### src/rtl/sl_rx_ctrl.sv
// Host-side controller for the serial-line receiver: config register with
// deferred apply, event detection, good-word FIFO, register port and interrupt.
module sl_rx_ctrl #(
    parameter int          FIFO_DEPTH = 4,
    parameter logic [15:0] CFG_RESET  = 16'h0020
) (
    input  logic        clk,
    input  logic        rst_n,
    input  logic [3:0]  addr,
    input  logic        wr_en,
    input  logic        rd_en,
    input  logic [31:0] wdata,
    output logic [31:0] rdata,
    output logic        rd_valid,
    output logic        irq,
    output logic [15:0] rx_config_w,
    input  logic [15:0] rx_status_w,
    input  logic [31:0] rx_data_w,
    output logic [31:0] tx_data_w,
    output logic        tx_start
);

    localparam int         PTR_W   = $clog2(FIFO_DEPTH);
    localparam logic [4:0] DEPTH_C = 5'(FIFO_DEPTH);

    localparam logic [3:0] ADDR_CFG  = 4'b0001;
    localparam logic [3:0] ADDR_DWR  = 4'b0010;
    localparam logic [3:0] ADDR_DR   = 4'b0100;
    localparam logic [3:0] ADDR_STAT = 4'b1000;

    // Sticky flag positions inside sticky_reg
    localparam int S_OVF = 0;
    localparam int S_PER = 1;
    localparam int S_LER = 2;
    localparam int S_VER = 3;
    localparam int S_CFE = 4;

    logic [8:0]        cfg_reg;
    logic [8:0]        pend_reg;
    logic              pend_valid_reg;
    logic [31:0]       tx_data_reg;
    logic              tx_start_reg;
    logic              wrf_q_reg;
    logic              lef_q_reg;
    logic [31:0]       mem_reg [FIFO_DEPTH];
    logic [PTR_W-1:0]  wptr_reg;
    logic [PTR_W-1:0]  rptr_reg;
    logic [4:0]        count_reg;
    logic [4:0]        count_next;
    logic [4:0]        sticky_reg;
    logic [4:0]        sticky_next;
    logic [4:0]        set_vec;
    logic [31:0]       rdata_reg;
    logic              rd_valid_reg;
    logic              irq_reg;
    logic              irq_next;
    logic [31:0]       rd_word;

    logic sel_cfg, sel_dwr, sel_dr, sel_st, sel_any;
    logic rd_ok;
    logic cfg_wr, bq_ok, cfe_set;
    logic wrp, pef, wlc;
    logic wrf_rise, lef_rise;
    logic push_req, push_ok, pop, ovf_set;
    logic full, empty;
    logic sticky_clr;
    logic unused_status;

    assign unused_status = ^{rx_status_w[15:6], rx_status_w[2]};

    assign sel_cfg = (addr == ADDR_CFG);
    assign sel_dwr = (addr == ADDR_DWR);
    assign sel_dr  = (addr == ADDR_DR);
    assign sel_st  = (addr == ADDR_STAT);
    assign sel_any = sel_cfg | sel_dwr | sel_dr | sel_st;

    // A simultaneous write strobe suppresses the read entirely
    assign rd_ok = rd_en & ~wr_en;

    assign wrp = rx_status_w[1];
    assign pef = rx_status_w[4];
    assign wlc = rx_status_w[0];

    assign cfg_wr  = wr_en & sel_cfg;
    assign bq_ok   = (wdata[6:1] != 6'd0) && (wdata[6:1] <= 6'd32);
    assign cfe_set = cfg_wr & ~bq_ok;

    always_ff @(posedge clk or negedge rst_n) begin
        if (!rst_n) begin
            cfg_reg        <= CFG_RESET[8:0];
            pend_reg       <= 9'd0;
            pend_valid_reg <= 1'b0;
        end else if (cfg_wr && bq_ok) begin
            if (!wrp) begin
                cfg_reg        <= wdata[8:0];
                pend_valid_reg <= 1'b0;
            end else begin
                pend_reg       <= wdata[8:0];
                pend_valid_reg <= 1'b1;
            end
        end else if (pend_valid_reg && !wrp) begin
            cfg_reg        <= pend_reg;
            pend_valid_reg <= 1'b0;
        end
    end

    assign rx_config_w = {7'd0, cfg_reg};

    always_ff @(posedge clk or negedge rst_n) begin
        if (!rst_n) begin
            tx_data_reg  <= 32'd0;
            tx_start_reg <= 1'b0;
        end else begin
            tx_start_reg <= 1'b0;
            if (wr_en && sel_dwr && cfg_reg[7]) begin
                tx_data_reg  <= wdata;
                tx_start_reg <= 1'b1;
            end
        end
    end

    assign tx_data_w = tx_data_reg;
    assign tx_start  = tx_start_reg;

    always_ff @(posedge clk or negedge rst_n) begin
        if (!rst_n) begin
            wrf_q_reg <= 1'b0;
            lef_q_reg <= 1'b0;
        end else begin
            wrf_q_reg <= rx_status_w[3];
            lef_q_reg <= rx_status_w[5];
        end
    end

    assign wrf_rise = rx_status_w[3] & ~wrf_q_reg;
    assign lef_rise = rx_status_w[5] & ~lef_q_reg;

    assign full     = (count_reg == DEPTH_C);
    assign empty    = (count_reg == 5'd0);
    assign push_req = wrf_rise & ~pef & ~wlc;
    assign pop      = rd_ok & sel_dr & ~empty;
    // When full, a same-cycle pop frees the slot the push lands in
    assign push_ok  = push_req & (~full | pop);
    assign ovf_set  = push_req & full & ~pop;

    assign count_next = count_reg + {4'd0, push_ok} - {4'd0, pop};

    always_ff @(posedge clk) begin
        if (push_ok) begin
            mem_reg[wptr_reg] <= rx_data_w;
        end
    end

    always_ff @(posedge clk or negedge rst_n) begin
        if (!rst_n) begin
            wptr_reg  <= '0;
            rptr_reg  <= '0;
            count_reg <= 5'd0;
        end else begin
            if (push_ok) begin
                wptr_reg <= wptr_reg + PTR_W'(1);
            end
            if (pop) begin
                rptr_reg <= rptr_reg + PTR_W'(1);
            end
            count_reg <= count_next;
        end
    end

    assign set_vec[S_OVF] = ovf_set;
    assign set_vec[S_PER] = wrf_rise & pef;
    assign set_vec[S_LER] = wrf_rise & wlc;
    assign set_vec[S_VER] = lef_rise;
    assign set_vec[S_CFE] = cfe_set;

    assign sticky_clr = rd_ok & sel_st;

    // Set dominates a same-cycle clear from a STATUS read
    genvar gi;
    generate
        for (gi = 0; gi < 5; gi++) begin : g_sticky
            assign sticky_next[gi] = (sticky_clr ? 1'b0 : sticky_reg[gi]) | set_vec[gi];
        end
    endgenerate

    always_ff @(posedge clk or negedge rst_n) begin
        if (!rst_n) begin
            sticky_reg <= 5'd0;
        end else begin
            sticky_reg <= sticky_next;
        end
    end

    always_comb begin
        rd_word = 32'd0;
        if (sel_cfg) begin
            rd_word = {16'd0, rx_config_w};
        end else if (sel_dwr) begin
            rd_word = tx_data_reg;
        end else if (sel_dr) begin
            rd_word = empty ? 32'd0 : mem_reg[rptr_reg];
        end else if (sel_st) begin
            rd_word = {16'd0, 3'd0, count_reg, sticky_reg[S_CFE], wrp,
                       sticky_reg[S_VER], sticky_reg[S_LER], sticky_reg[S_PER],
                       sticky_reg[S_OVF], full, empty};
        end
    end

    always_ff @(posedge clk or negedge rst_n) begin
        if (!rst_n) begin
            rdata_reg    <= 32'd0;
            rd_valid_reg <= 1'b0;
        end else begin
            rd_valid_reg <= rd_ok;
            if (rd_ok) begin
                rdata_reg <= sel_any ? rd_word : 32'd0;
            end
        end
    end

    assign rdata    = rdata_reg;
    assign rd_valid = rd_valid_reg;

    always_comb begin
        if (cfg_reg[8]) begin
            irq_next = push_ok | (|(set_vec & ~sticky_reg));
        end else begin
            irq_next = (count_next != 5'd0) | (|sticky_next);
        end
    end

    always_ff @(posedge clk or negedge rst_n) begin
        if (!rst_n) begin
            irq_reg <= 1'b0;
        end else begin
            irq_reg <= irq_next;
        end
    end

    assign irq = irq_reg;

endmodule

### config.mk
export PLATFORM = sky130hd
export DESIGN_NAME = sl_rx_ctrl
export DESIGN_NICKNAME = d
export VERILOG_FILES = /design/src/rtl/sl_rx_ctrl.sv
export SDC_FILE = /design/constraint.sdc
export NUM_CORES = 1
export LEC_CHECK = 0
export CORE_ASPECT_RATIO = 0.7
export CORE_UTILIZATION = 47
export CTS_CLUSTER_SIZE = 14
export DETAILED_ROUTE_END_ITERATION = 7
export PLACE_DENSITY_LB_ADDON = 0.25
export SYNTH_ARGS = -nofsm -noshare
export SYNTH_HDL_FRONTEND = slang
export SYNTH_SLANG_ARGS = --single-unit
### constraint.sdc
create_clock -name clk -period 3.5 [get_ports clk]
set_input_delay 0.7 -clock clk [delete_from_list [all_inputs] [get_ports clk]]
set_output_delay 0.7 -clock clk [all_outputs]
set_load 0.01 [all_outputs]
==> key figures <==
Critical path
  – Crit-path cells: clkdlybuf4s50_1 > or4_4 > o22ai_4 > inv_1 > ha_1 > inv_2 > ha_4 > fa_1 > nor3_2 > nand2_1 > a2111o_1 > or4_1 > o31a_1
  – Worst r2r src: count_reg[3]$_DFF_PN0_
  – Worst EP required: around 3.9 ns
  – Crit path DAT: between 4 and 5 ns
  – Startpoint Class: input port
  – Critical path buffer and inverter count: 3
  – CP startpoint: addr[0]
  – Critical path's slowest cell: or4_4
  – Worst Setup End Kind: flop
  – Slowest stage delay, CP: around 0.56 ns
  – Critical Path Fanout Max: 3
  – Top delay family on crit path: simple AND/OR/NAND/NOR gates
  – Crit path kind: in2reg

Global routing
  – Number of global-route vias before repair: approximately 6,000
  – Antenna violations before repair: 1
  – First-pass GRT wire length: ~34,000 um
  – GRT Total Usage: around 22%
  – Grt ovf: 0
  – Largest net degree at the start of global routing: between 60 and 70

Floorplanning
  – Initial core utilization: about half
  – Row cnt: 42
  – Die ar.: about 0.020 mm2
  – Core Area: approximately 0.019 mm2
  – IO Pins: 171
  – Die Wd: roughly 170 um
  – Die height: between 100 and 150 um

Routing
  – Vias: ~5,800
  – Routed Antenna Nets: 0
  – M1 WL: between 10,000 and 15,000 um
  – WL final: between 20,000 and 25,000 um
  – DR DRC count: 0
  – Routed length per instance: 21.1 um
  – Metal2 WL: 9930 um
  – DR WL met3: approximately 1500 um
  – Iteration-0 DRC Markers: just under 500
  – Uppermost routed layer: met4
  – Via density: around 5.5
  – First-pass DRT Iterations: 8

Clock tree
  – Clk pin slew, worst setup/hold paths: about 0.060 ns
  – CTS Buffer Depth: 3
  – CTS root buffer: clkbuf_16
  – Clk sinks: 230
  – CTS tree: built
  – Skew-Pair Late Insertion Delay: ~0.52 ns
  – Htree depth: 1
  – Num CTS Buffers: 23

Synth
  – Xor and xnor area share after synthesis: 0.751%
  – Synth warnings: 0
  – Adder-Cell Fraction of Synth Area: about 1.6%
  – Leading area contributor after synthesis: edfxtp_1
  – Post-Syn Instances: around 570
  – Average size of a mapped cell: approximately 16 um2
  – Syn Std Cell Area: just over 0.009 mm2
  – Post-synthesis compound-gate area fraction: around 7.8%
  – Synth cell types: between 50 and 60
  – Post-Synth Simple-Gate Area: 5.89%
  – Multiplexer share of the synthesized area: around an eighth
  – Post-synth EDFFs: about 130
  – Top cells by area, synth: edfxtp_1 (41%), dfrtp_1 (27%), mux4_2 (7.7%)
  – Seq/Total Area, Yosys: 68.5%
  – Synth top area share: 41.2%
  – Synthesized flop and latch total: 230
  – Ys async rst share: 44.3%
  – Dominant synthesized flop cell: edfxtp_1
  – Largest family of logic cells by synthesized area: multiplexers

Place
  – Routability cong.: roughly 0.86
  – Post-Place Cells: 1,002
  – Port bufs: between 150 and 200
  – HPWL Detailed: 15,000 um
  – DP Area: roughly 0.011 mm2

Timing
  – Final slew viol count: 0
  – Hold Fails Final Rpt: 0
  – Total negative slack: -0.181 ns
  – Worst Max-Slew Pin Slew: roughly 0.9 ns
  – # setup viols final: 1
  – Max-slew headroom: roughly two fifths
  – Skew final: between 0.02 and 0.025 ns
  – Final Cycle Share: 105%
  – Max frequency: 272 MHz
  – RSZ-0062 raised after global routing: yes
  – Worst Setup Slack, final: -0.181 ns
  – Fin crit period: 3.68 ns

Power and ir drop
  – VDD IR max: approximately 0.31 mV
  – Lkg Pwr: 4.75 nW
  – Cell Pwr Density: 568 mW/mm2
  – Total power: roughly 7.0 mW

Worst hold path
  – Worst hold path class: in2async

Cells and area
  – Nets: about 860
  – Area Growth Syn to Fin: 31.1%
  – Layout cell share with drive strength beyond 1: 22.9%
  – Design area: 0.0122 mm2
  – Max reg flops: around 130
  – Cell Count, Final, Fillers Out: 1,046
  – Final core utilization: a little under two thirds

Run status
  – Status: finished, violations left
  – Failing checks: negative setup slack

Job
  – Max_cap viols: 0
[worst register-to-register path, stage by stage (launching register included)]
cell and delay [ns]:
dfrtp_1 0.37, inv_2 0.06, ha_4 0.15, nor4b_4 0.13, or4_4 0.45, o22ai_4 0.12, inv_1 0.06, ha_1 0.28
inv_2 0.05, ha_4 0.16, fa_1 0.49, nor3_2 0.19, nand2_1 0.07, a2111o_1 0.33, or4_1 0.40, o31a_1 0.25
[power breakdown]
part	switching, mW	internal (mW)
registers	0.266	3.06
clock network	0.988	1.27
logic	0.542	0.824
total	1.80	5.15
[cells in the final DEF, fill, tap and decap left out, types with 11 or more instances in the layout]
| master | n |
|---|---|
| a22oi_1 | 21 |
| clkbuf_16 | 23 |
| edfxtp_1 | 128 |
| a22o_1 | 11 |
| dfrtp_1 | 99 |
| mux2_2 | 41 |
| buf_4 | 43 |
| inv_1 | 12 |
| mux4_2 | 32 |
| o21ai_0 | 24 |
| clkdlybuf4s50_1 | 146 |
| a222oi_1 | 12 |
| clkbuf_1 | 11 |
| nand2_1 | 47 |
[cell type report]
type,instances,area (um2)
clock inverters,6,38.8
fillers,1376,6940
repair buffers,199,1950
flip-flops and latches,230,6400
diodes,1,2.50
multi-input cells,295,2820
well taps,264,330
clock buffers,36,644
inverters,15,56.3
[routing by layer]
layer / global-route usage (%) / up-vias
met2: 33.9 / 202
li1: - / 2610
met4: 4.17 / 0
met1: 33.4 / 2970
met5: 0 / -
met3: 4.82 / 19
[metrics by stage]
step / hold WS (ns) / setup WS [ns]
final: 0.313 / -0.181
after global routing: 0.359 / -0.304
after CTS: 0.319 / -0.187
after detailed placement: 0.472 / -0.747
after global placement: 0.463 / -0.713
after floorplan: 0.404 / -0.216
[synthesized netlist by cell type, drive strengths merged (11+ instances only)]
library cell  number
nand2             48
o21ai             26
inv               15
a222oi            12
a22o              11
dfrtp            101
a22oi             21
edfxtp           128
buf               17
mux2              41
clkbuf            22
mux4              32
[path summary, 6_finish.rpt]
path	to	slack, ns	cells past startpoint
worst max-delay path	irq$_DFF_PN0_	-0.18	13
worst min register to register	rdata[17]$_DFFE_PN0P_	0.48	2
worst min-delay path	pend_reg[6]$_DFFE_PN0P_	0.31	1
min in group clk	wrf_q_reg$_DFF_PN0_	0.38	1
max in group asynchronous	wptr_reg[0]$_DFFE_PN0P_	2.32	2
worst max register to register	irq$_DFF_PN0_	-0.18	15
[what timing repair did]
action | in CTS | in global routing
gates cloned | 0 | 0
setup buffers | 0 | 1
hold buffers | 0 | 0
gates resized for setup | 8 | 11
endpoints found under the setup margin | 1 | 1
pin swaps | 0 | 4
[kinds of logic (layout without fill, tap and decap cells)]
| group | Yosys count | in the layout |
|---|---|---|
| compound gates | 100 | 100 |
| buf+inv | 54 | 256 |
| mux | 73 | 73 |
| flops | 230 | 230 |
| xor+xnor | 8 | 8 |
| simple gates | 96 | 96 |
| fa+ha+maj | 11 | 11 |
| other cells | 1 | 8 |
No activity file was read; power rests on OpenSTA's default activity.
